`src/rtl/disp_mux_7seg_if.sv`:
```
// ---------------------------------------------------------------------------
// disp_mux_7seg_if
// Bundle of the display controller's data/control inputs and its LED drive
// outputs.
//   digits_i  4*N_DIG  nibble k = hex code of digit k (digit 0 = rightmost)
//   dp_i      N_DIG    decimal point of digit k, active high
//   en_i      1        display enable
//   bright_i  4        brightness 0 (dimmest) .. 15 (full)
//   lz_sup_i  1        leading-zero suppression enable
//   anodo_o   N_DIG    active-low digit select
//   catodo_o  8        active-low segments {dp,g,f,e,d,c,b,a}
//   frame_o   1        one-cycle pulse at the end of each full scan
// master: the side that drives the inputs; slave: the display controller.
// ---------------------------------------------------------------------------
interface disp_mux_7seg_if #(
    parameter int N_DIG = 4
);
    logic [4*N_DIG-1:0] digits_i;
    logic [N_DIG-1:0]   dp_i;
    logic               en_i;
    logic [3:0]         bright_i;
    logic               lz_sup_i;
    logic [N_DIG-1:0]   anodo_o;
    logic [7:0]         catodo_o;
    logic               frame_o;

    modport master (
        output digits_i, dp_i, en_i, bright_i, lz_sup_i,
        input  anodo_o, catodo_o, frame_o
    );

    modport slave (
        input  digits_i, dp_i, en_i, bright_i, lz_sup_i,
        output anodo_o, catodo_o, frame_o
    );
endinterface

```
`src/rtl/disp_mux_7seg.sv`:
```
// ---------------------------------------------------------------------------
// disp_mux_7seg
// Time-multiplexed driver for an N_DIG-digit common-anode 7-segment display.
// Each digit owns a slot of PRESC clocks. The first BLANK_CYC clocks of a
// slot keep all anodes off (anti-ghosting); the slot is further divided into
// 16 slices and only slices 0..bright_i are lit (PWM brightness).
// Digit codes and decimal points are captured into shadow registers once
// per frame so a scan never shows a mix of old and new values.
// Ports:
//   clk_i    rising-edge clock
//   rst_n_i  asynchronous active-low reset
//   bus      disp_mux_7seg_if.slave (inputs and registered LED outputs)
// ---------------------------------------------------------------------------
module disp_mux_7seg #(
    parameter int N_DIG     = 4,
    parameter int PRESC     = 65536,
    parameter int BLANK_CYC = 64
) (
    input  logic            clk_i,
    input  logic            rst_n_i,
    disp_mux_7seg_if.slave  bus
);

    localparam int PW    = (PRESC > 1) ? $clog2(PRESC) : 1;
    localparam int IW    = (N_DIG > 1) ? $clog2(N_DIG) : 1;
    localparam int SLICE = PRESC / 16;

    localparam logic [PW-1:0] PCNT_MAX  = PW'(PRESC - 1);
    localparam logic [IW-1:0] IDX_MAX   = IW'(N_DIG - 1);
    localparam logic [PW-1:0] BLANK_END = PW'(BLANK_CYC);
    localparam logic [PW-1:0] SLICE_LEN = PW'(SLICE);

    // Segment pattern {g,f,e,d,c,b,a}, active low. Code F is a blank digit.
    function automatic logic [6:0] seg7(input logic [3:0] code);
        logic [6:0] s;
        case (code)
            4'h0: s = 7'h40;
            4'h1: s = 7'h79;
            4'h2: s = 7'h24;
            4'h3: s = 7'h30;
            4'h4: s = 7'h19;
            4'h5: s = 7'h12;
            4'h6: s = 7'h02;
            4'h7: s = 7'h78;
            4'h8: s = 7'h00;
            4'h9: s = 7'h10;
            4'hA: s = 7'h08;
            4'hB: s = 7'h03;
            4'hC: s = 7'h46;
            4'hD: s = 7'h21;
            4'hE: s = 7'h06;
            default: s = 7'h7F;
        endcase
        return s;
    endfunction

    // ------------------------------------------------------------------
    // Scan counters
    // ------------------------------------------------------------------
    logic [PW-1:0] pcnt_q, pcnt_d;
    logic [IW-1:0] idx_q, idx_d;
    logic          end_slot;
    logic          end_frame;

    always_comb begin
        end_slot  = (pcnt_q == PCNT_MAX);
        end_frame = end_slot && (idx_q == IDX_MAX);
        pcnt_d    = end_slot ? '0 : pcnt_q + 1'b1;
        idx_d     = idx_q;
        if (end_slot) begin
            idx_d = (idx_q == IDX_MAX) ? '0 : idx_q + 1'b1;
        end
    end

    always_ff @(posedge clk_i or negedge rst_n_i) begin
        if (!rst_n_i) begin
            pcnt_q <= '0;
            idx_q  <= '0;
        end else begin
            pcnt_q <= pcnt_d;
            idx_q  <= idx_d;
        end
    end

    // ------------------------------------------------------------------
    // Shadow registers: loaded on the first clock after reset release and
    // at every end of frame.
    // ------------------------------------------------------------------
    logic             first_q;
    logic             load_en;
    logic [3:0]       dig_sh_q [N_DIG];
    logic [N_DIG-1:0] dp_sh_q;

    assign load_en = first_q || end_frame;

    always_ff @(posedge clk_i or negedge rst_n_i) begin
        if (!rst_n_i) begin
            first_q <= 1'b1;
            dp_sh_q <= '0;
        end else begin
            first_q <= 1'b0;
            if (load_en) begin
                dp_sh_q <= bus.dp_i;
            end
        end
    end

    // zero_hi[k] is set when shadow digits k..N_DIG-1 are all zero.
    logic [N_DIG:0] zero_hi;
    assign zero_hi[N_DIG] = 1'b1;

    generate
        for (genvar gi = 0; gi < N_DIG; gi++) begin : g_digit
            always_ff @(posedge clk_i or negedge rst_n_i) begin
                if (!rst_n_i) begin
                    dig_sh_q[gi] <= 4'hF;
                end else if (load_en) begin
                    dig_sh_q[gi] <= bus.digits_i[4*gi +: 4];
                end
            end

            assign zero_hi[gi] = zero_hi[gi+1] && (dig_sh_q[gi] == 4'h0);
        end
    endgenerate

    // ------------------------------------------------------------------
    // Output decode
    // ------------------------------------------------------------------
    logic [3:0]       sel_code;
    logic             sel_dp;
    logic             sel_lead_zero;
    logic [N_DIG-1:0] anode_hit;
    logic [PW-1:0]    slice;
    logic             active;
    logic [N_DIG-1:0] anodo_q, anodo_d;
    logic [7:0]       catodo_q, catodo_d;
    logic             frame_q;

    always_comb begin
        sel_code      = 4'hF;
        sel_dp        = 1'b0;
        sel_lead_zero = 1'b0;
        anode_hit     = '0;
        for (int k = 0; k < N_DIG; k++) begin
            if (idx_q == IW'(k)) begin
                sel_code      = dig_sh_q[k];
                sel_dp        = dp_sh_q[k];
                // Digit 0 is never treated as a leading zero.
                sel_lead_zero = (k != 0) && zero_hi[k];
                anode_hit[k]  = 1'b1;
            end
        end

        slice  = pcnt_q / SLICE_LEN;
        active = bus.en_i && (pcnt_q >= BLANK_END) && (slice <= PW'(bus.bright_i));

        anodo_d  = '1;
        catodo_d = 8'hFF;
        if (active) begin
            anodo_d = ~anode_hit;
            // A suppressed leading zero keeps its anode and decimal point.
            catodo_d = {~sel_dp, (bus.lz_sup_i && sel_lead_zero) ? 7'h7F : seg7(sel_code)};
        end
    end

    always_ff @(posedge clk_i or negedge rst_n_i) begin
        if (!rst_n_i) begin
            anodo_q  <= '1;
            catodo_q <= 8'hFF;
            frame_q  <= 1'b0;
        end else begin
            anodo_q  <= anodo_d;
            catodo_q <= catodo_d;
            frame_q  <= end_frame;
        end
    end

    assign bus.anodo_o  = anodo_q;
    assign bus.catodo_o = catodo_q;
    assign bus.frame_o  = frame_q;

endmodule
```
`src/flat_wrapper.sv`:
```
// flat-port wrapper written by rule: the top's interface ports become plain ports
module disp_mux_7seg_flat 
#(
    parameter int N_DIG     = 4,
    parameter int PRESC     = 65536,
    parameter int BLANK_CYC = 64
)
  (clk_i, rst_n_i, bus_digits_i, bus_dp_i, bus_en_i, bus_bright_i, bus_lz_sup_i, bus_anodo_o, bus_catodo_o, bus_frame_o);
  disp_mux_7seg_if #(.N_DIG(N_DIG)) bus_i ();
  input  logic clk_i;
  input  logic rst_n_i;
  input wire logic [$bits(bus_i.digits_i)-1:0] bus_digits_i;
  input wire logic [$bits(bus_i.dp_i)-1:0] bus_dp_i;
  input wire logic [$bits(bus_i.en_i)-1:0] bus_en_i;
  input wire logic [$bits(bus_i.bright_i)-1:0] bus_bright_i;
  input wire logic [$bits(bus_i.lz_sup_i)-1:0] bus_lz_sup_i;
  output wire logic [$bits(bus_i.anodo_o)-1:0] bus_anodo_o;
  output wire logic [$bits(bus_i.catodo_o)-1:0] bus_catodo_o;
  output wire logic [$bits(bus_i.frame_o)-1:0] bus_frame_o;
  assign bus_i.digits_i = bus_digits_i;
  assign bus_i.dp_i = bus_dp_i;
  assign bus_i.en_i = bus_en_i;
  assign bus_i.bright_i = bus_bright_i;
  assign bus_i.lz_sup_i = bus_lz_sup_i;
  assign bus_anodo_o = bus_i.anodo_o;
  assign bus_catodo_o = bus_i.catodo_o;
  assign bus_frame_o = bus_i.frame_o;
  disp_mux_7seg #(.N_DIG(N_DIG), .PRESC(PRESC), .BLANK_CYC(BLANK_CYC)) u_core (.clk_i(clk_i), .rst_n_i(rst_n_i), .bus(bus_i));
endmodule
```
`config.mk`:
```
export PLATFORM = sky130hd
export DESIGN_NAME = disp_mux_7seg_flat
export DESIGN_NICKNAME = d
export VERILOG_FILES = /design/src/rtl/disp_mux_7seg_if.sv /design/src/rtl/disp_mux_7seg.sv /design/src/flat_wrapper.sv
export SDC_FILE = /design/constraint.sdc
export NUM_CORES = 1
export LEC_CHECK = 0
export ABC_AREA = 1
export CAP_MARGIN = 0
export CORE_ASPECT_RATIO = 1.75
export CORE_UTILIZATION = 50
export DETAILED_ROUTE_END_ITERATION = 7
export PLACE_DENSITY = 0.73
export SYNTH_ARGS = -nofsm -noshare
export SYNTH_HDL_FRONTEND = slang
export SYNTH_SLANG_ARGS = --single-unit
```
`constraint.sdc`:
```
create_clock -name clk_i -period 2.3 [get_ports clk_i]
set_input_delay 0.345 -clock clk_i [delete_from_list [all_inputs] [get_ports clk_i]]
set_output_delay 0.345 -clock clk_i [all_outputs]
set_load 0.005 [all_outputs]
```
Yosys cells after proc, flatten, opt, wreduce, memory -nomap -nowiden
Memories as Yosys holds them, arrays and structs flattened.
Index checks and enable logic that the tools add are counted.
Word-level totals
  register bits after elaboration: 52
  bits in read-only memories: 112
  output and inout bits: 13
  logic and storage cells: 53
  memories: 1
Memories
  (no name shown): depth 16, bits a word 7, read ports 1, clocked after memory_dff 0, write ports 0, RTL line disp_mux_7seg.sv:36  | case (code)
Cells by class
  add/subtract/negate cells: 2
  magnitude comparators: 2
  equality and inequality tests: 4
  muxes and demuxes: 20
  bitwise logic cells: 2
  reduce and logical (&&, ||, !) cells: 11
Operators by type and width (count)
  $mux 4: 5
  $add 16x1->16 const B: 1
  $eq 16x16->1 const B: 1
  $ge 16x7->1 const B: 1
  $mux 16: 1
  $logic_not 4->1: 3
  $mux 1: 11
  $mux 8: 1
  $mux 7: 1
  $logic_and 1x1->1: 6
  $eq 2x2->1 const B: 2
  $le 4x4->1: 1
  $not 4->4: 1
  $add 2x1->2 const B: 1
  $eq 2x1->1 const B: 1
  $logic_not 2->1: 1
  $mux 2: 1
  $logic_or 1x1->1: 1
  $not 1->1: 1

Depth between registers and ports, before layout
  word-level depth: 9
  depth in mapped cells: 18

Worst setup path before layout
Ideal clock, no wire load.
  path type: flip-flop to flip-flop
  from: register u_core.idx_q[0]
  to: register u_core.catodo_q[1] (netlist: u_core.bus.catodo_o[1])
  arrival: 1.861 ns
  data required time: 2.240 ns
  path slack: 0.379 ns
  cell stages (with the launch flop): 13
  clock period less this slack: 1.921 ns
  cell sequence: dfrtp_1 -> inv_1 -> ha_1 -> buf_2 -> a21oi_1 -> nand2_1 -> nand2_1 -> o21ai_0 -> ha_1 -> nand3b_1 -> nor2_1 -> nor2_1 -> nand2_1
Between the ends
  cells in the longest elaborated chain, start to end: 8
  elaborated cells on any way between the ends: 15
Ends and longest elaborated chain
  start: declaration: RTL line disp_mux_7seg.sv:61  | logic [IW-1:0] idx_q, idx_d;
  start signal: assignment: RTL line disp_mux_7seg.sv:81  | idx_q <= idx_d;
  $logic_not 2->1: RTL line disp_mux_7seg.sv:145  | if (idx_q == IW'(k)) begin
  $mux 4 (4 in series): RTL line disp_mux_7seg.sv:145
  $mem_v2 16x7
  $mux 7 *: RTL line disp_mux_7seg.sv:162  | catodo_d = {~sel_dp, (bus.lz_sup_i && sel_lead_zero) ? 7'h7F : seg7(sel_code)};
  $mux 8 *: RTL line disp_mux_7seg.sv:159  | if (active) begin
  named net u_core.catodo_d[1]: RTL line disp_mux_7seg.sv:136  | logic [7:0] catodo_q, catodo_d;
  end signal: assignment: RTL line disp_mux_7seg.sv:173  | catodo_q <= catodo_d;
  end: declaration: RTL line disp_mux_7seg.sv:136
Mark *: on every way through the listed nets, which the timed path passes. The rest lies on a longest branch.
A chain may end at the register's enable or synchronous reset.

Worst setup path after layout
Same ends and word-level chain as after synthesis.

==> results.sh <==
export IMPL_clk_pin_slew_ns=0.09
export IMPL_worstRegToRegCells=14
export IMPL_start_util_pct=51.9
export IMPL_syn_num_nets=401
export IMPL_die_area_um2=6080
export IMPL_post_route_period_util_pct=92.6
export IMPL_share_seq_of_total_power_pct=52.4
export IMPL_cpPeakStageDelay_ns=0.44
export IMPL_outcome="completed"
export IMPL_p_total_w=0.00189
export IMPL_power_net_switching_w=0.000441
export IMPL_skew_ns=0.00917
export IMPL_cp_cell_sequence="inv_1, ha_1, inv_1, nor2_4, nand2_1, nand2_1, nand2_1, nand2_1, nand2_2, ha_1, nand3b_1, nor2_1, nor2_1, nand2_1"
export IMPL_wl_mm=6.09
export IMPL_max_vdd_ir_drop_v=0.000271
export IMPL_cts_sinks=52
export IMPL_clkLatencyLatePin_ns=0.31
export IMPL_drt_first_pass_iters=4
export IMPL_hold_path_class="in -> async"
export IMPL_finalHoldViolations=0
export IMPL_htree_levels=2
export IMPL_relSlewSlack_pct=54.3
export IMPL_antenna_found_initial=0
export IMPL_num_rows=36
export IMPL_pwr_share_comb_pct=11.3
export IMPL_clock_power_share_pct=36.2
export IMPL_powerDensity_nw_per_um2=540
export IMPL_fin_nets=445
export IMPL_netlist_instances=357
export IMPL_fin_tns_setup_ns=0
export IMPL_hold_worst_slack_ns=0.0673
export IMPL_drive_above_1_share_pct=15.2
export IMPL_post_place_ws_ns=0.0915
export IMPL_vias_per_cell=5.00
export IMPL_drt_iter0_markers=66
export IMPL_num_antenna_cells=0
export IMPL_vias=2388
export IMPL_sw_frac_of_total_pct=23.4
export IMPL_p_leak_nw=1.65
export IMPL_cp_max_fo=5
export IMPL_regToRegStartpoint="u_core.idx_q[0]"
export IMPL_crit_slowest_cell="dfrtp_1"
export IMPL_coreArea_um2=5540
export IMPL_finalMaxSlewViolations=0
export IMPL_clock_tree_buffer_depth=2
export IMPL_syn_area_um2=2880
export IMPL_synth_seq_cells=52
export IMPL_intPower_w=0.00144
export IMPL_cts_hold_buf=0
export IMPL_cts_tree="built"
export IMPL_timing_rr_end="u_core.bus.catodo_o[1]"
export IMPL_crit_path_frequent_cell="nand2_1"
export IMPL_numPortBuffers=40
export IMPL_worst_slew_pin_transition_ns=0.685
export IMPL_grt_pass1_wl_mm=10.4
export IMPL_cts_made_buffers=5
export IMPL_hpwlAfterDp_mm=4.75
export IMPL_grt_max_degree=32
export IMPL_crit_type="reg -> reg"
export IMPL_synth_warnings=0
export IMPL_clock_root_buffer="clkbuf_8"
export IMPL_fmax_mhz=470
export IMPL_period_needed_ns=2.13
export IMPL_routedWlPerCell_um=12.7
export IMPL_synth_cell_types=34
export IMPL_grt_overflow_total=0
export IMPL_r2r_setup_slack_ns=0.17
export IMPL_ant_nets=0
export IMPL_critical_path_required_ns=2.56
export IMPL_die_x_um=59.4
export IMPL_maxCapViolations=0
export IMPL_areaGrowthSynthToFinish_pct=21.3
export IMPL_cts_resized=0
export IMPL_layout_commonest_cell="nand2_1"
export IMPL_worst_endpoint_arrival_ns=2.39
export IMPL_synth_area_per_cell_um2=8.06
export IMPL_n_fill_cell=504
export IMPL_ys_seq_area_share_pct=46.5
export IMPL_cp_end_kind="flip-flop"
export IMPL_synth_top_area_share_pct=26.5
export IMPL_timing_final_ws_setup_ns=0.170
export IMPL_grt_pass1_vias=2354
export IMPL_layout_common_cells="nand2_1 (95), inv_1 (44), nand3_1 (40), clkdlybuf4s50_1 (39), nor2_1 (32)"
export IMPL_cts_setup_buffers=0
export IMPL_ioPinCount=41
export IMPL_synth_area_leaders="dfstp_2 (26%), dfrtp_1 (20%), nand2_1 (13%)"
export IMPL_grt_usage_pct=22.9
export IMPL_setup_viol=0
export IMPL_die_h_um=102
export IMPL_gp_congestion=0.884
export IMPL_route_detailed_drc=0
export IMPL_yosys_area_top_type="dfstp_2"
export IMPL_start_kind="flip-flop"
==> worst max path at each step <==
stage / from / endpoint / slack (ns)
2_1_floorplan: u_core.idx_q[0] / u_core.bus.catodo_o[1] / 0.38
3_3_place_gp: u_core.idx_q[1] / u_core.bus.catodo_o[0] / 0.19
3_5_place_dp: u_core.idx_q[1] / u_core.bus.catodo_o[0] / 0.09
4_1_cts: u_core.idx_q[1] / u_core.bus.catodo_o[1] / 0.04
5_1_grt: u_core.idx_q[0] / u_core.bus.catodo_o[1] / -0.01
6_report: u_core.idx_q[0] / u_core.bus.catodo_o[1] / 0.17
==> registers in the layout (all words and copies together) (netlist names) <==
| signal | count |
|---|---|
| u_core.dig_sh_q | 16 |
| u_core.dp_sh_q | 4 |
| u_core.first_q | 1 |
| u_core.bus.catodo_o | 8 |
| u_core.bus.frame_o | 1 |
| u_core.pcnt_q | 16 |
| u_core.bus.anodo_o | 4 |
| u_core.idx_q | 2 |
==> Yosys cell counts (all sizes together) <==
library cell / instances
and2: 2
nor2: 35
or2: 1
nand2: 99
buf: 8
ha: 16
o31ai: 1
a21oi: 13
nor3: 9
xnor2: 2
o21bai: 1
nand3b: 2
nand3: 42
nand4: 3
dfrtp: 23
dfstp: 29
conb: 1
xor2: 5
nor3b: 4
inv: 47
o21ai: 13
o211ai: 1
==> critical path, delay by kind of cell, from the launching register on <==
kind          cells  cell delay [ns]
buf+inv           2             0.23
fa+ha+maj         2             0.54
simple gates     10             0.86
flops             1             0.44
==> power by group through the flow <==
| stage | combinational [W] | sequential (W) | clock (W) |
|---|---|---|---|
| finish | 0.000214 | 0.000989 | 0.000683 |
| global route | 0.000244 | 0.000993 | 0.000732 |
| CTS | 0.000214 | 0.000989 | 0.000697 |
| detailed placement | 0.000214 | 0.00100 | 0 |
| global placement | 0.000210 | 0.00100 | 0 |
| floorplan | 0.000119 | 0.000997 | 0 |
==> metal layers <==
metal  vias up  track usage, %  wire length, um
met5         -               0                0
met4         0            10.4              175
met3        16            4.30              170
met2        47            45.1             3550
met1      1117            21.7             2200
li1       1208               -                -
==> logic make-up (layout without fill, tap and decap cells) <==
| family | count (synthesis) | after routing | share of synthesized area, % |
|---|---|---|---|
| simple gates | 197 | 197 | 30.8 |
| buf+inv | 55 | 100 | 8.17 |
| flops | 52 | 52 | 46.5 |
| compound gates | 29 | 29 | 5.30 |
| fa+ha+maj | 16 | 16 | 6.96 |
| xor+xnor | 7 | 7 | 2.13 |
| other cells | 1 | 1 | 0.130 |
==> metrics by stage <==
step                std cells  util [%]  area [um^2]
floorplan                 357         -         2880
CTS                       478      62.7         3470
global route              478      63.0         3490
detailed placement        470      60.4         3350
finish                    478      63.0         3490
global placement          470      60.4         3350
==> layout make-up <==
| class | count | area [um^2] | area share [%] |
|---|---|---|---|
| inverters | 47 | 176 | 5.05 |
| well taps | 76 | 95.1 | 2.72 |
| multi-input cells | 250 | 1320 | 37.9 |
| clock inverters | 1 | 30.0 | 0.860 |
| repair buffers | 45 | 433 | 12.4 |
| flip-flops and latches | 52 | 1340 | 38.3 |
| clock buffers | 7 | 96.3 | 2.76 |
No activity file was read; power rests on OpenSTA's default activity.
